File: src/rtl/hazard_ctrl_if.sv
// hazard_ctrl_if: pipeline hazard controller signal bundle
interface hazard_ctrl_if;
    logic [4:0]  id_rs1_i;
    logic [4:0]  id_rs2_i;
    logic        ex_MemRead_i;
    logic [4:0]  ex_wr_i;
    logic        ex_redirect_i;
    logic        mem_req_i;
    logic        dmem_ready_i;
    logic        pc_write_o;
    logic        if_id_write_o;
    logic        IF_Flush_o;
    logic        ID_Flush_o;
    logic        ex_mem_write_o;
    logic        mem_abort_o;
    logic [1:0]  state_o;
    logic [15:0] stall_cnt_o;
    modport master (
        output id_rs1_i, id_rs2_i, ex_MemRead_i, ex_wr_i, ex_redirect_i, mem_req_i, dmem_ready_i,
        input  pc_write_o, if_id_write_o, IF_Flush_o, ID_Flush_o, ex_mem_write_o, mem_abort_o, state_o, stall_cnt_o
    );
    modport slave (
        input  id_rs1_i, id_rs2_i, ex_MemRead_i, ex_wr_i, ex_redirect_i, mem_req_i, dmem_ready_i,
        output pc_write_o, if_id_write_o, IF_Flush_o, ID_Flush_o, ex_mem_write_o, mem_abort_o, state_o, stall_cnt_o
    );
endinterface

File: src/rtl/hazard_ctrl.sv
// hazard_ctrl: load-use, redirect and memory-wait stall/flush control
module hazard_ctrl #(
    parameter int WAIT_LIMIT = 255
) (
    input logic         clk,
    input logic         rst,
    hazard_ctrl_if.slave bus
);
    typedef enum logic [1:0] {RUN = 2'd0, FLUSH = 2'd2, MEM_WAIT = 2'd3} state_t;
    localparam logic [7:0] LIM = 8'(WAIT_LIMIT);
    state_t     state, state_nx;
    logic [7:0] wait_cnt, wait_nx;
    logic       load_use, mem_stall, abort_hit;
    logic [15:0] stall_cnt;
    logic       abort_q;
    assign load_use  = bus.ex_MemRead_i && bus.ex_wr_i != 5'd0 &&
                       (bus.ex_wr_i == bus.id_rs1_i || bus.ex_wr_i == bus.id_rs2_i);
    assign mem_stall = bus.mem_req_i && !bus.dmem_ready_i;
    assign bus.state_o     = state;
    assign bus.stall_cnt_o = stall_cnt;
    assign bus.mem_abort_o = abort_q;
    // next state and pipeline enables; oldest hazard wins, held redirects act after release
    always_comb begin
        bus.pc_write_o     = 1'b1;
        bus.if_id_write_o  = 1'b1;
        bus.ex_mem_write_o = 1'b1;
        bus.IF_Flush_o     = 1'b0;
        bus.ID_Flush_o     = 1'b0;
        state_nx           = RUN;
        wait_nx            = wait_cnt;
        abort_hit          = 1'b0;
        if (state == MEM_WAIT) begin
            wait_nx = 8'd0;
            if (!bus.dmem_ready_i && wait_cnt < LIM) begin
                bus.pc_write_o     = 1'b0;
                bus.if_id_write_o  = 1'b0;
                bus.ex_mem_write_o = 1'b0;
                state_nx           = MEM_WAIT;
                wait_nx            = wait_cnt + 8'd1;
            end else if (!bus.dmem_ready_i) begin
                abort_hit = 1'b1;
            end else if (bus.ex_redirect_i) begin
                bus.IF_Flush_o = 1'b1;
                bus.ID_Flush_o = 1'b1;
                state_nx       = FLUSH;
            end else if (load_use) begin
                bus.pc_write_o    = 1'b0;
                bus.if_id_write_o = 1'b0;
                bus.ID_Flush_o    = 1'b1;
            end
        end else if (mem_stall) begin
            bus.pc_write_o     = 1'b0;
            bus.if_id_write_o  = 1'b0;
            bus.ex_mem_write_o = 1'b0;
            state_nx           = MEM_WAIT;
            wait_nx            = 8'd1;
        end else if (state == FLUSH || bus.ex_redirect_i) begin
            bus.IF_Flush_o = 1'b1;
            bus.ID_Flush_o = 1'b1;
            state_nx       = state == FLUSH ? RUN : FLUSH;
        end else if (load_use) begin
            bus.pc_write_o    = 1'b0;
            bus.if_id_write_o = 1'b0;
            bus.ID_Flush_o    = 1'b1;
        end
    end
    // state, wait counter, abort pulse and saturating lost-cycle counter
    always_ff @(posedge clk or posedge rst) begin
        if (rst) begin
            state     <= RUN;
            wait_cnt  <= 8'd0;
            abort_q   <= 1'b0;
            stall_cnt <= 16'd0;
        end else begin
            state     <= state_nx;
            wait_cnt  <= wait_nx;
            abort_q   <= abort_hit;
            stall_cnt <= ((!bus.pc_write_o || bus.IF_Flush_o) && stall_cnt != 16'hFFFF) ? stall_cnt + 16'd1 : stall_cnt;
        end
    end
endmodule

File: src/flat_wrapper.sv
// flat-port wrapper written by rule: the top's interface ports become plain ports
module hazard_ctrl_flat 
#(
    parameter int WAIT_LIMIT = 255
)
  (clk, rst, bus_id_rs1_i, bus_id_rs2_i, bus_ex_MemRead_i, bus_ex_wr_i, bus_ex_redirect_i, bus_mem_req_i, bus_dmem_ready_i, bus_pc_write_o, bus_if_id_write_o, bus_IF_Flush_o, bus_ID_Flush_o, bus_ex_mem_write_o, bus_mem_abort_o, bus_state_o, bus_stall_cnt_o);
  hazard_ctrl_if bus_i ();
  input logic clk;
  input logic rst;
  input wire logic [$bits(bus_i.id_rs1_i)-1:0] bus_id_rs1_i;
  input wire logic [$bits(bus_i.id_rs2_i)-1:0] bus_id_rs2_i;
  input wire logic [$bits(bus_i.ex_MemRead_i)-1:0] bus_ex_MemRead_i;
  input wire logic [$bits(bus_i.ex_wr_i)-1:0] bus_ex_wr_i;
  input wire logic [$bits(bus_i.ex_redirect_i)-1:0] bus_ex_redirect_i;
  input wire logic [$bits(bus_i.mem_req_i)-1:0] bus_mem_req_i;
  input wire logic [$bits(bus_i.dmem_ready_i)-1:0] bus_dmem_ready_i;
  output wire logic [$bits(bus_i.pc_write_o)-1:0] bus_pc_write_o;
  output wire logic [$bits(bus_i.if_id_write_o)-1:0] bus_if_id_write_o;
  output wire logic [$bits(bus_i.IF_Flush_o)-1:0] bus_IF_Flush_o;
  output wire logic [$bits(bus_i.ID_Flush_o)-1:0] bus_ID_Flush_o;
  output wire logic [$bits(bus_i.ex_mem_write_o)-1:0] bus_ex_mem_write_o;
  output wire logic [$bits(bus_i.mem_abort_o)-1:0] bus_mem_abort_o;
  output wire logic [$bits(bus_i.state_o)-1:0] bus_state_o;
  output wire logic [$bits(bus_i.stall_cnt_o)-1:0] bus_stall_cnt_o;
  assign bus_i.id_rs1_i = bus_id_rs1_i;
  assign bus_i.id_rs2_i = bus_id_rs2_i;
  assign bus_i.ex_MemRead_i = bus_ex_MemRead_i;
  assign bus_i.ex_wr_i = bus_ex_wr_i;
  assign bus_i.ex_redirect_i = bus_ex_redirect_i;
  assign bus_i.mem_req_i = bus_mem_req_i;
  assign bus_i.dmem_ready_i = bus_dmem_ready_i;
  assign bus_pc_write_o = bus_i.pc_write_o;
  assign bus_if_id_write_o = bus_i.if_id_write_o;
  assign bus_IF_Flush_o = bus_i.IF_Flush_o;
  assign bus_ID_Flush_o = bus_i.ID_Flush_o;
  assign bus_ex_mem_write_o = bus_i.ex_mem_write_o;
  assign bus_mem_abort_o = bus_i.mem_abort_o;
  assign bus_state_o = bus_i.state_o;
  assign bus_stall_cnt_o = bus_i.stall_cnt_o;
  hazard_ctrl #(.WAIT_LIMIT(WAIT_LIMIT)) u_core (.clk(clk), .rst(rst), .bus(bus_i));
endmodule
File: config.mk
export PLATFORM = sky130hd
export DESIGN_NAME = hazard_ctrl_flat
export DESIGN_NICKNAME = d
export VERILOG_FILES = /design/src/rtl/hazard_ctrl_if.sv /design/src/rtl/hazard_ctrl.sv /design/src/flat_wrapper.sv
export SDC_FILE = /design/constraint.sdc
export NUM_CORES = 1
export LEC_CHECK = 0
export CAP_MARGIN = 30
export CORE_MARGIN = 2
export CORE_UTILIZATION = 50
export DETAILED_ROUTE_END_ITERATION = 10
export GPL_ROUTABILITY_DRIVEN = 0
export PLACE_DENSITY = 0.84
export SYNTH_ARGS = -nofsm -noshare
export SYNTH_HDL_FRONTEND = slang
export SYNTH_SLANG_ARGS = --single-unit
File: constraint.sdc
create_clock -name clk -period 5 [get_ports clk]
set_clock_uncertainty 0.2 [all_clocks]
set_input_delay 1.5 -clock clk [delete_from_list [all_inputs] [get_ports clk]]
set_output_delay 1.5 -clock clk [all_outputs]
set_load 0.01 [all_outputs]
Word-level counts from Yosys, hierarchy flattened
Cells that the tools add are included.
{ "word_totals": {"register_bits": 27, "output_inout_bits": 24} }
{ "op_classes": {"addsub": 2, "n_lt_le_gt_ge": 1, "eq_ne": 5, "mux": 36, "reduce_logical": 12} }
{ "op_table": {"columns": ["op", "count"], "rows": [
  ["$mux W1", 26],
  ["$mux W8", 3],
  ["$add A16 B1 Y16 const B", 1],
  ["$ne A16 B16 Y1 const B", 1],
  ["$mux W2", 7],
  ["$eq A5 B5 Y1", 2],
  ["$add A8 B1 Y8 const B", 1],
  ["$lt A8 B8 Y1 const B", 1],
  ["$logic_and A1 B1 Y1", 5],
  ["$reduce_bool A5 Y1", 1],
  ["$eq A2 B2 Y1 const B", 2],
  ["$logic_or A1 B1 Y1", 3],
  ["$logic_not A1 Y1", 2],
  ["$reduce_bool A2 Y1", 1]
]} }

Depth between registers and ports, before layout
Gate-level depths: netlist of run 1.
{ "logic_depth": {"ltp_word": 11, "depth_mapped": 9} }

Worst setup path before layout of run 1
No wires, ideal clock.
{ "synth_timing": {"path_kind": "in2out", "start": "input bus_ex_wr_i[4]", "end": "output bus_pc_write_o", "t_arrival_ns": 2.641, "required_ns": 3.300, "setup_slack_ns": 0.659, "path_stages": 6, "n_path_buf": 1, "path_cell_list": "xnor2_1 -> nand3_1 -> o22ai_1 -> nand2b_1 -> a211o_2 -> buf_4"} }
{ "synth_between": {"elab_chain_len": 8} }
{ "synth_lines": {"columns": ["element", "line_no", "text"], "rows": [
  ["from (decl)", "flat_wrapper.sv:13", "input wire logic [$bits(bus_i.ex_wr_i)-1:0] bus_ex_wr_i;"],
  ["$eq A5 B5 Y1 or $reduce_bool A5 Y1 (tied branches)", "hazard_ctrl.sv:17, hazard_ctrl.sv:16", null],
  ["$logic_or A1 B1 Y1 or $logic_and A1 B1 Y1 (tied branches)", "hazard_ctrl.sv:17, hazard_ctrl.sv:16", null],
  ["$logic_and A1 B1 Y1 *", "hazard_ctrl.sv:16", "assign load_use = bus.ex_MemRead_i && bus.ex_wr_i != 5'd0 &&"],
  ["$mux W1 *", null, null],
  ["$mux W1 (3 in series)", null, null],
  ["$mux W1 *", null, null],
  ["to (decl)", "flat_wrapper.sv:17", "output wire logic [$bits(bus_i.pc_write_o)-1:0] bus_pc_write_o;"]
]} }
Mark *: on every way between the ends. The rest lies on a longest branch, timed or not.

Final worst setup path of run 1
{ "layout_timing": {"start": "input bus_ex_wr_i[3]", "end": "output bus_if_id_write_o"} }
{ "layout_between": {"elab_chain_len": 8} }
{ "layout_lines": {"columns": ["element", "line_no", "text"], "rows": [
  ["$eq A5 B5 Y1 or $reduce_bool A5 Y1 (tied branches)", "hazard_ctrl.sv:17, hazard_ctrl.sv:16", null],
  ["$logic_or A1 B1 Y1 or $logic_and A1 B1 Y1 (tied branches)", "hazard_ctrl.sv:17, hazard_ctrl.sv:16", null],
  ["$logic_and A1 B1 Y1 *", "hazard_ctrl.sv:16", null],
  ["$mux W1 *", "hazard_ctrl.sv:46, hazard_ctrl.sv:61", null],
  ["$mux W1", "hazard_ctrl.sv:42", "end else if (bus.ex_redirect_i) begin"],
  ["$mux W1", "hazard_ctrl.sv:40", "end else if (!bus.dmem_ready_i) begin"],
  ["$mux W1", "hazard_ctrl.sv:34", "if (!bus.dmem_ready_i && wait_cnt < LIM) begin"],
  ["$mux W1 *", "hazard_ctrl.sv:32", "if (state == MEM_WAIT) begin"],
  ["to (decl)", "flat_wrapper.sv:18", "output wire logic [$bits(bus_i.if_id_write_o)-1:0] bus_if_id_write_o;"]
]} }
Marked as above.

==> results.txt, run 1 <==
Synthesis inferred 27 register bits. Input and output buffers added on the ports amount to 44. The remaining global-route overflow came out at 0. In this run the number of H-tree levels came out at 1. In the post-synthesis netlist, the biggest area contributors are sky130_fd_sc_hd__dfrtp_1 (44%), sky130_fd_sc_hd__xor2_1 (8.5%), sky130_fd_sc_hd__xnor2_1 (6.8%), sky130_fd_sc_hd__nand2_1 (4.4%), sky130_fd_sc_hd__nor2_1 (3.6%). The final routed wirelength across all metal layers is approximately 3800 µm.

For this design, the sink count on the clock tree is 27. The share of synthesized area in the top cell type comes to 0.4351. TritonCTS built the clock tree. The final-report max-slew violation count is 0. The switching share of total power is 0.3737. The critical path in this run is classified as primary input to primary output. The standby leakage power came out at ~0.91 nW. The mean area per synthesized cell came out at just under 10 µm². The total setup violations reported at the end of the flow is 0. The horizontal die dimension is 59.73 µm. Static timing analysis puts the maximum clock frequency at 202.6 MHz.

Of all cell types, the one taking the most synthesized area is sky130_fd_sc_hd__dfrtp_1. The number of inserted diodes is 0. The leading register cell type out of synthesis is sky130_fd_sc_hd__dfrtp_1. The worst-case IR drop observed on VDD is 171.0 µV. The sequential share of power came out at 0.464. The signal arrival time at the worst endpoint is about 3.2 ns. The remaining number of nets flagged by the antenna check after routing is 0. The height of the chip came out at 59.73 µm. Once layout is complete, the cells apart from fillers number ~250. The DRC violation total after the first TritonRoute iteration came out at 95. The share of the Yosys chip area taken by registers is 0.4351. During synthesis, Yosys emitted a total of 0 warnings. The mapped cell area came out at roughly 0.0016 mm².

The number of synthesized flops with an enable pin is 0. For this run, asynchronously set or reset flops after synthesis account for 1.000. The share of total power dissipated in the clock network is 0.130.

Once layout is done, the placed cells without fillers occupy ~0.0021 mm². The number of placement rows came out at 20. Post-CTS repair changed the size of 6 cells. The number of nets produced by synthesis came out at between 150 and 200.

The number of placed instances, taps included came out at around 240. The total placed instance area came out at approximately 0.0021 mm². The clock reaches the later pin of the worst-skew pair after approximately 0.34 ns. The hold violation count in the final report came out at 0.

Synthesis instantiated 43 different standard cells from the library. Hold timing on the final database bottoms out at a slack of 0.2956 ns. The minimum clock period after layout came out at 4.936 ns.

For this run, the post-layout net count is ~240. The initial antenna violation count came out at 0. The power per standard cell area came out at ~360 mW/mm². Setup repair after global routing left no endpoint under its margin. The largest net degree at the start of global routing is 18. The first global-routing pass estimated approximately 6200 µm of wire. The commonest cells after synthesis are sky130_fd_sc_hd__dfrtp_1 (27), sky130_fd_sc_hd__nand2_1 (18), sky130_fd_sc_hd__nor2_1 (15), sky130_fd_sc_hd__xor2_1 (15), sky130_fd_sc_hd__xnor2_1 (12). The largest incremental delay on the critical path came out at 0.46 ns. Traced cell by cell, the critical path runs through clkdlybuf4s50_1 -> buf_4 -> xnor2_2 -> nand2_1 -> o22ai_2 -> nand2b_1 -> a211o_2 -> dlygate4sd2_1. The number of clock buffers added by TritonCTS is 3. The worst-case setup margin in the final layout is between 0.06 and 0.07 ns. The number of max-cap violations is 0.

Data on the critical path is required at its endpoint by between 3 and 4 ns. In this run the clock root is driven by a sky130_fd_sc_hd__clkbuf_4. The vias per cell is around 5.7. The sort of element at the end of the critical path is a primary output. The DRC violations left is 0.

Clock-pin slew was measured on the worst setup and hold paths at approximately 0.16 ns. The tightest min-delay check is of the flop to flop type. The number of global-route vias before repair came out at around 1400. In this run the deepest clock path goes through 2 buffers. The I/O pin count came out at 45.

For this design, the slowest cell found on the critical path is sky130_fd_sc_hd__clkdlybuf4s50_1. The internal portion of the total power is approximately 0.00048 W. The peak fanout along the critical path came out at 3. The most frequent cell after synthesis is sky130_fd_sc_hd__dfrtp_1. Of the total power, combinational logic draws 0.406. The initial core utilization is 0.5171. The post-detailed-placement half-perimeter wirelength is 2974 µm. The flow ran to the end, and the final reports show no timing, DRC or antenna violations. Before CTS, the worst setup slack after placement is -0.1803 ns.

The hold buffer count at CTS came out at 0. The length of the first detailed-routing pass in iterations came out at 4. The post-synthesis to final-layout area growth came out at 37.31%.

The worst relative slew slack came out at 0.6585. The power spent charging and discharging nets came out at ~0.00029 W. The transition time of the tightest slew-check pin is ~0.51 ns. Of the available clock period, the critical path in the final layout requires 0.9872. The number of buffers inserted to repair setup after CTS came out at 0. The total via count in the routed design came out at between 1000 and 1500. The die covers about 0.0036 mm². The final total negative setup slack came out at 0 ns. The number of cells produced by synthesis came out at 158. After detailed routing, the average wire length per cell comes to about 15 µm. Of the cells placed in the final design, the portion with a size suffix greater than 1 is 0.1509.

STA classifies the critical path startpoint as a primary input. Across every metal layer, demand over resource in global routing totals 0.2326. The core area is 0.003003 mm².
## power groups by stage
stage | registers, W | logic [W] | clock network [W]
3_5_place_dp | 0.000358 | 0.000311 | 0
4_1_cts | 0.000353 | 0.000312 | 0.000102
3_3_place_gp | 0.000351 | 0.000299 | 0
2_1_floorplan | 0.000367 | 0.000127 | 0
6_report | 0.000354 | 0.000310 | 0.0000990
5_1_grt | 0.000363 | 0.000339 | 0.000111
## registers in the layout, indices dropped and copies added, names as in the netlist
register / count
u_core.bus.stall_cnt_o: 16
u_core.wait_cnt: 8
u_core.bus.mem_abort_o: 1
u_core.bus.state_o: 2
## critical path: cells and delay by family
family                    cells  cell delay, ns
buffers and inverters         3            0.91
AOI/OAI and AO/OA             2            0.47
xor gates and xnor gates      1            0.17
and+or+nand+nor               2            0.19
## area by class of cell
cell class	instances	area (µm²)
Multi-Input combinational cell	123	845.8
Inverter	5	18.77
Timing Repair Buffer	53	523.0
Sequential cell	27	675.6
Clock inverter	1	5.005
Tap cell	33	41.29
Clock buffer	3	22.52
Fill cell	243	870.8
## metrics by stage
stage	util	power [W]
after floorplan	-	0.0004933
after global placement	0.6875	0.0006504
after detailed placement	0.6967	0.0006695
after CTS	0.7075	0.0007667
after global routing	0.7100	0.0008135
final	0.7100	0.0007632
## cell usage in the layout (no fill, tap or decap), types with 2 or more instances in the layout
cell / instances
sky130_fd_sc_hd__clkdlybuf4s50_1: 40
sky130_fd_sc_hd__dfrtp_1: 27
sky130_fd_sc_hd__nand2_1: 18
sky130_fd_sc_hd__nor2_1: 15
sky130_fd_sc_hd__xor2_1: 15
sky130_fd_sc_hd__xnor2_1: 11
sky130_fd_sc_hd__o21ai_0: 9
sky130_fd_sc_hd__buf_4: 8
sky130_fd_sc_hd__nand3_1: 7
sky130_fd_sc_hd__inv_1: 5
sky130_fd_sc_hd__dlygate4sd2_1: 4
sky130_fd_sc_hd__and3_1: 3
sky130_fd_sc_hd__nor3_1: 3
sky130_fd_sc_hd__nand4_1: 3
sky130_fd_sc_hd__clkbuf_4: 3
sky130_fd_sc_hd__nor4_1: 2
sky130_fd_sc_hd__and3_2: 2
sky130_fd_sc_hd__o22ai_1: 2
sky130_fd_sc_hd__nor3_2: 2
sky130_fd_sc_hd__nor4_2: 2
sky130_fd_sc_hd__a22o_1: 2
sky130_fd_sc_hd__ha_1: 2
## worst paths after layout
path / from / end / slack [ns] / cells after the start
max in group asynchronous: rst / u_core.bus.mem_abort_o$_DFF_PP0_ / 2.87 / 3
min reg2reg: u_core.wait_cnt[7]$_DFFE_PP0P_ / u_core.wait_cnt[7]$_DFFE_PP0P_ / 0.30 / 1
min in group asynchronous: rst / u_core.wait_cnt[5]$_DFFE_PP0P_ / 1.26 / 2
max reg2reg: u_core.wait_cnt[0]$_DFFE_PP0P_ / u_core.bus.stall_cnt_o[9]$_DFFE_PP0P_ / 2.47 / 8
max: bus_ex_wr_i[3] / bus_if_id_write_o / 0.06 / 8
min: u_core.wait_cnt[7]$_DFFE_PP0P_ / u_core.wait_cnt[7]$_DFFE_PP0P_ / 0.30 / 1
## cell families (layout without fill, tap and decap cells)
group           after synthesis  after routing  synth area share
mux                           1              1          0.007252
xor+xnor                     27             27            0.1523
fa+ha+maj                     2              2           0.01611
simple gates                 69             69            0.2426
buf+inv                       8             62           0.03143
compound gates               24             24            0.1152
flops                        27             27            0.4351
## per-layer routing
layer	track usage	wire length, µm	up-vias
li1	-	-	662
met1	0.2741	1525	689
met2	0.4006	1999	39
met3	0.04329	144	10
met4	0.1175	88	0
met5	0	0	-
(Power assumes the default switching activity.)
==> run 2: changes to the inputs <==
--- a/config.mk
+++ b/config.mk
@@ -10,6 +10,7 @@
 export CORE_UTILIZATION = 50
 export DETAILED_ROUTE_END_ITERATION = 10
 export GPL_ROUTABILITY_DRIVEN = 0
+export MAX_ROUTING_LAYER = met4
 export PLACE_DENSITY = 0.84
 export SYNTH_ARGS = -nofsm -noshare
 export SYNTH_HDL_FRONTEND = slang
==> results.txt, run 2 (synthesis results as in run 1) <==
The flow ran to the end, and the final reports show no timing, DRC or antenna violations. The I/O pin count is between 40 and 50. The total via count in the routed design came out at 1381. The peak-usage layer in the global routing report is met2. The internal portion of the total power is around 0.00048 W. For this run the aggregate overflow at the end of global routing stands at 0. STA classifies the critical path startpoint as a primary input.

The layout has 243 filler cells. The final routed wirelength across all metal layers is 3769 µm. The wire length per cell came out at around 15 µm. The post-synthesis to final-layout area growth is 37.31%. The area of the multi-input gates came out at 845.8 µm². In the global route stage, overall resource usage came out at 0.2394. The number of placed instances, taps included came out at between 200 and 250. The worst voltage drop across the vdd grid came out at about 170 µV. The number of placement rows is 20.

The first TritonRoute pass finished after 4 iterations. The non-filler instance count after layout is around 250. For this design, the CTS-stage hold fixing added 0 buffers. The number of max-cap violations is 0. The internal reg-to-reg setup slack is 2.47 ns. The vias per cell came out at 5.637. The sequential cell area in the final layout came out at 675.6 µm². The fraction of the core area covered by cells at the end of the flow came out at 0.7100. TritonCTS built the clock tree. The total number of H-tree levels is 1. The final-report max-slew violation count came out at 0. The count of nets left with antenna violations once routing finished came out at 0.

The height of the chip is around 60 µm. The hold violation count in the final report is 0. The initial antenna violation count was 0. The share of total power dissipated in the clock network is 0.130. The worst hold path belongs to the class flop to flop.

For hold timing, the worst endpoint is u_core.wait_cnt[7]$_DFFE_PP0P_. The ratio of cells with drive above 1 in the final layout came out at 0.1509. The tree is rooted in a sky130_fd_sc_hd__clkbuf_4.

The minimum clock period after layout is slightly below 5 ns. In the layout the commonest cells are sky130_fd_sc_hd__clkdlybuf4s50_1 (40), sky130_fd_sc_hd__dfrtp_1 (27), sky130_fd_sc_hd__nand2_1 (18). For this run, design rule violations remaining after detail routing come to 0. The total die area came out at about 0.0036 mm². The power share of the combinational group is 0.406. At the worst endpoint, the required time is roughly 3.3 ns. The largest net degree at the start of global routing came out at 18. Of the total power, the share spent switching nets is 0.3743. Dividing the final minimum period by the clock period gives 0.9861. The analysis attributes to net switching a power of approximately 0.00029 W. The number of global-route vias before repair came to ~1400. The number of sinks on the clock net came out at 27. The initial core utilization is 0.5171.

The worst-case reg-to-reg path depth came out at 8. The worst register-to-register path begins at u_core.wait_cnt[0]$_DFFE_PP0P_. The number of port buffers came out at 44. The count of cells along the worst hold path is 1. The number of setup buffers added after CTS is 0. The region available for standard cell placement spans between 0.003 and 0.004 mm². The met3 capacity usage during global routing is 0.04329. Of all nets on the critical path, the largest fanout is 3. Clock-pin slew was measured on the worst setup and hold paths at around 0.16 ns. The number of flip-flops under the largest register name is 16.

Buffers inserted during clock tree synthesis total 3. Setup repair after global routing left no endpoint under its margin. The signal arrival time at the worst endpoint came out at between 3 and 4 ns.

The cell area after layout is around 0.0021 mm². The achievable clock frequency is roughly 200 MHz. At the placement stage, the worst setup path has a slack of -0.1803 ns. The first-pass GRT wire length is 6216 µm.

The worst-case setup margin in the final layout came out at between 0.06 and 0.07 ns. Setup violations remaining at the end of the flow were counted as 0. The post-detailed-placement half-perimeter wirelength came out at around 3000 µm. The critical path is of the primary input to primary output type. 0 antenna diodes ended up in the layout.

The standby leakage power is 0.9131 nW. The maximum buffer depth of the clock tree came out at 2. Once placement finished, the instance area stood at 0.002092 mm². The met2 routing resource usage after global routing is 0.4053. The leading cell type in the layout, fill and taps excluded is sky130_fd_sc_hd__clkdlybuf4s50_1. The hold path startpoint is u_core.wait_cnt[7]$_DFFE_PP0P_.

In the global route stage, met1 resource usage came out at 0.2700. The final-stage net count is between 200 and 250. The horizontal die dimension came out at between 50 and 60 µm. The transition time of the tightest slew-check pin came out at 0.5075 ns.

Power spread over the standard cell area amounts to around 360 mW/mm². STA classifies the critical path endpoint as a primary output. The share of total power dissipated in sequential elements is 0.464. The worst register-to-register path ends at u_core.bus.stall_cnt_o[9]$_DFFE_PP0P_.

The worst relative slew slack came out at 0.6613. The DRC violation total after the first TritonRoute iteration is 76. The clock reaches the later pin of the worst-skew pair after 0.34 ns.
-- run 2: cell counts in the layout (fill, tap and decap cells not counted) --
No cell type changed its count.
-- run 2: stage by stage --
step	setup TNS, ns	total power, W	hold WS (ns)
2_1_floorplan	0	0.0004933	0.2433
3_3_place_gp	-0.2792	0.0006504	0.2683
4_1_cts	0	0.0007667	0.2902
3_5_place_dp	-0.4622	0.0006695	0.2670
6_report	0	0.0007640	0.2956
5_1_grt	0	0.0008122	0.3281
-- run 2: what timing repair did --
item | CTS | global route
pin swaps | 0 | 0
endpoints found under the setup margin | 3 | 2
resized for setup | 6 | 1
-- run 2: worst max-delay path by stage --
stage,slack (ns),end,from,cells after the start
final,0.07,bus_if_id_write_o,bus_ex_wr_i[3],8
after global routing,0.01,bus_if_id_write_o,bus_ex_wr_i[2],7
after CTS,0.09,bus_if_id_write_o,bus_ex_wr_i[3],8
after detailed placement,-0.18,bus_if_id_write_o,bus_ex_wr_i[0],6
after global placement,-0.12,bus_pc_write_o,bus_ex_wr_i[0],6
after floorplan,0.66,bus_pc_write_o,bus_ex_wr_i[4],6
-- run 2: final cells by class --
type	count	share of cell area
timing repair buffer	53	0.2453
clock inverter	1	0.002347
tap	33	0.01937
sequential	27	0.3169
inverter	5	0.008803
clock buffer	3	0.01056
multi-input combinational	123	0.3967
-- run 2: routing by layer --
metal  wire length, µm  vias up  share of wire
li1                  -      660              -
met1              1545      678           0.41
met2              2007       33           0.53
met3               128       10          0.034
met4                88        0          0.023
met5                 0        -              0
-- run 2: critical path, stage by stage --
cell and delay, ns:
sky130_fd_sc_hd__clkdlybuf4s50_1 0.46, sky130_fd_sc_hd__buf_4 0.17, sky130_fd_sc_hd__xnor2_2 0.17, sky130_fd_sc_hd__nand2_1 0.10
sky130_fd_sc_hd__o22ai_2 0.13, sky130_fd_sc_hd__nand2b_1 0.09, sky130_fd_sc_hd__a211o_2 0.34, sky130_fd_sc_hd__dlygate4sd2_1 0.28
-- run 2: power by group through the flow --
stage	Sequential [W]	Clock (W)	Combinational (W)
6_report	0.000354	0.0000997	0.000310
5_1_grt	0.000363	0.000110	0.000339
4_1_cts	0.000353	0.000102	0.000312
3_5_place_dp	0.000358	0	0.000311
3_3_place_gp	0.000351	0	0.000299
2_1_floorplan	0.000367	0	0.000127
==> run 3: changes to the inputs <==
--- a/config.mk
+++ b/config.mk
@@ -6,12 +6,13 @@
 export NUM_CORES = 1
 export LEC_CHECK = 0
 export CAP_MARGIN = 30
+export CORE_ASPECT_RATIO = 1.25
 export CORE_MARGIN = 2
-export CORE_UTILIZATION = 50
+export CORE_UTILIZATION = 35
 export DETAILED_ROUTE_END_ITERATION = 10
+export DONT_BUFFER_PORTS = 1
 export GPL_ROUTABILITY_DRIVEN = 0
 export MAX_ROUTING_LAYER = met4
-export PLACE_DENSITY = 0.84
 export SYNTH_ARGS = -nofsm -noshare
 export SYNTH_HDL_FRONTEND = slang
 export SYNTH_SLANG_ARGS = --single-unit
==> results.txt, run 3 (synthesis results as in run 1) <==
The peak-usage layer in the global routing report is met2. The final-report max-slew violation count is 0. The sequential share of power is 0.584.

The required time reported for the critical path endpoint is about 3.3 ns. At the pin with the least slew margin, the transition time is roughly 0.5 ns. The power spent charging and discharging nets came out at roughly 0.00027 W.

The total die area is between 0.004 and 0.005 mm². The power per standard cell area is slightly below 400 mW/mm². The standby leakage power is 0.7047 nW. The height of the chip came out at around 80 µm. The tightest hold path in the finished design has a slack of 0.2970 ns. The internal power contribution came out at 0.0003977 W. The initial antenna violation count was 0. The final total negative setup slack came out at 0 ns. The number of sinks on the clock net came out at 27. The clock root buffer is sky130_fd_sc_hd__clkbuf_8. The wire length per cell is 14.91 µm.

The hold violation count in the final report came out at 0. The number of placed instances, taps included, is approximately 220. The clock share of power is 0.185. The number of fillers in the final layout is 461.

Across all layers, the routed design uses 1167 vias. The detail route stage leaves a number of antenna-violating nets equal to 0. Of the cells placed in the final design, the portion with a size suffix greater than 1 is 0.1366. Across every metal layer, demand over resource in global routing totals 0.1391. The post-cts gate resize count is 0. In the layout the commonest cells are sky130_fd_sc_hd__dfrtp_1 (27), sky130_fd_sc_hd__nand2_1 (18), sky130_fd_sc_hd__nor2_1 (15), sky130_fd_sc_hd__xor2_1 (15), sky130_fd_sc_hd__xnor2_1 (12). The DRC violation total after the first TritonRoute iteration is 59.

The largest net degree at the start of global routing came out at 21. The worst setup path is of the primary input to primary output kind. The hold buffer count at CTS came out at 0. Timing analysis after detailed placement gives a worst setup slack of roughly 0.7 ns. The first-pass GRT wire length came out at between 5000 and 6000 µm. The number of global-route vias before repair came out at approximately 1100. The worst hold-check path type is flop to flop. The longest clock path from root to sink contains 2 buffers. The DRC violations left came out at 0. The number of inserted diodes is 0.

The core region is about 0.0043 mm². The area of the multi-input gates is 828.3 µm². The achievable clock frequency came out at 232.1 MHz. Setup slack on the critical path of the routed design comes to 0.6920 ns.

Across the whole layout, storage elements account for just under 700 µm². Post-CTS timing repair inserted 0 buffers for setup. In the final design database the tool counted 185 nets. The number of port buffers came out at 0. Along the worst path, the maximum fanout reaches 3. For met1 alone, demand over resource in global routing was 0.1619. Compared with the post-synthesis result, the final layout area differs by 7.978%.

The final critical-path share of the clock period is 0.8616. Total power for the finished layout comes to around 0.00066 W. The signal arrival time at the worst endpoint is 2.61 ns.

Setup repair after global routing left no endpoint under its margin. The switching share of total power is 0.4002. The initial core utilization came out at 0.3591.

Counting the buffers created by CTS gives 3. Setup violations remaining at the end of the flow were counted as 0. The remaining global-route overflow came out at 0. The run finished with clean final reports. The clock tree from TritonCTS is built. At the later pin of the worst-skew pair, clock insertion delay measures between 0.2 and 0.3 ns. Leaving out fill and tap cells, the most frequent cell in the layout is sky130_fd_sc_hd__dfrtp_1.

The number of flip-flops under the largest register name is 16. The sort of element at the end of the critical path is a primary output. The worst voltage drop across the vdd grid came out at between 100 and 150 µV.

The worst setup path is launched from a primary input. The pre-antenna-repair detailed-routing pass consisted of 4 iterations. The clock transition time at the flip-flop clock pins of the worst setup and hold paths is 0.09 ns. The I/O pin count came out at 45. The met2 routing resource usage after global routing is 0.2432. The tool flagged a number of max-cap violations equal to 0.

The vias per cell came out at about 5.3. The minimum clock period after layout is between 4 and 5 ns. Of the total power, combinational logic draws 0.232.

The total number of H-tree levels came out at 1. The met3 capacity usage during global routing came out at 0.03152. The number of placement rows is 27. The worst relative slew slack is 0.6689.

The horizontal die dimension is approximately 64 µm. The post-detailed-placement half-perimeter wirelength came out at 2559 µm. The final routed wirelength across all metal layers came out at about 3300 µm. The non-filler instance count after layout is around 220.
[run 3: cell type report]
class / instances / share of cell area
Tap cell: 58 / 0.04328
Sequential cell: 27 / 0.4030
Clock inverter: 1 / 0.002985
Inverter: 5 / 0.01119
Timing Repair Buffer: 2 / 0.02090
Clock buffer: 3 / 0.02463
Multi-Input combinational cell: 123 / 0.4940
[run 3: worst paths after layout]
kind                                                          to                                  start  depth (start not counted)  slack [ns]
setup / recovery                                  bus_pc_write_o                         bus_ex_wr_i[2]                          5        0.69
hold / removal                    u_core.wait_cnt[7]$_DFFE_PP0P_         u_core.wait_cnt[7]$_DFFE_PP0P_                          1        0.30
setup reg to reg           u_core.bus.stall_cnt_o[1]$_DFFE_PP0P_  u_core.bus.stall_cnt_o[0]$_DFFE_PP0P_                          6        2.46
hold reg to reg                   u_core.wait_cnt[7]$_DFFE_PP0P_         u_core.wait_cnt[7]$_DFFE_PP0P_                          1        0.30
max in group asynchronous         u_core.wait_cnt[7]$_DFFE_PP0P_                                    rst                          2        3.29
min in group asynchronous  u_core.bus.stall_cnt_o[2]$_DFFE_PP0P_                                    rst                          1        0.89
[run 3: power by group through the flow]
stage	combinational [W]	sequential [W]	clock [W]
after floorplan	0.000127	0.000367	0
after global placement	0.000142	0.000388	0
after detailed placement	0.000153	0.000392	0
after CTS	0.000157	0.000388	0.000129
after global routing	0.000175	0.000398	0.000134
final	0.000154	0.000387	0.000122
[run 3: layer usage]
layer,vias up,part of all wire,wire [µm]
li1,558,-,-
met1,579,0.42,1358
met2,28,0.53,1731
met3,2,0.049,159
met4,0,0.0052,17
met5,-,0,0
[run 3: stage by stage]
| stage | util | instance area, µm² |
|---|---|---|
| floorplan | - | 1553 |
| global placement | 0.3707 | 1603 |
| detailed placement | 0.3770 | 1630 |
| CTS | 0.3877 | 1677 |
| global route | 0.3877 | 1677 |
| finish | 0.3877 | 1677 |
[run 3: worst max-delay path, cell delays in order]
cell and delay (ns):
sky130_fd_sc_hd__xnor2_1 0.14, sky130_fd_sc_hd__nand3_1 0.09, sky130_fd_sc_hd__o22ai_1 0.34, sky130_fd_sc_hd__nand2b_1 0.13, sky130_fd_sc_hd__a211o_2 0.41
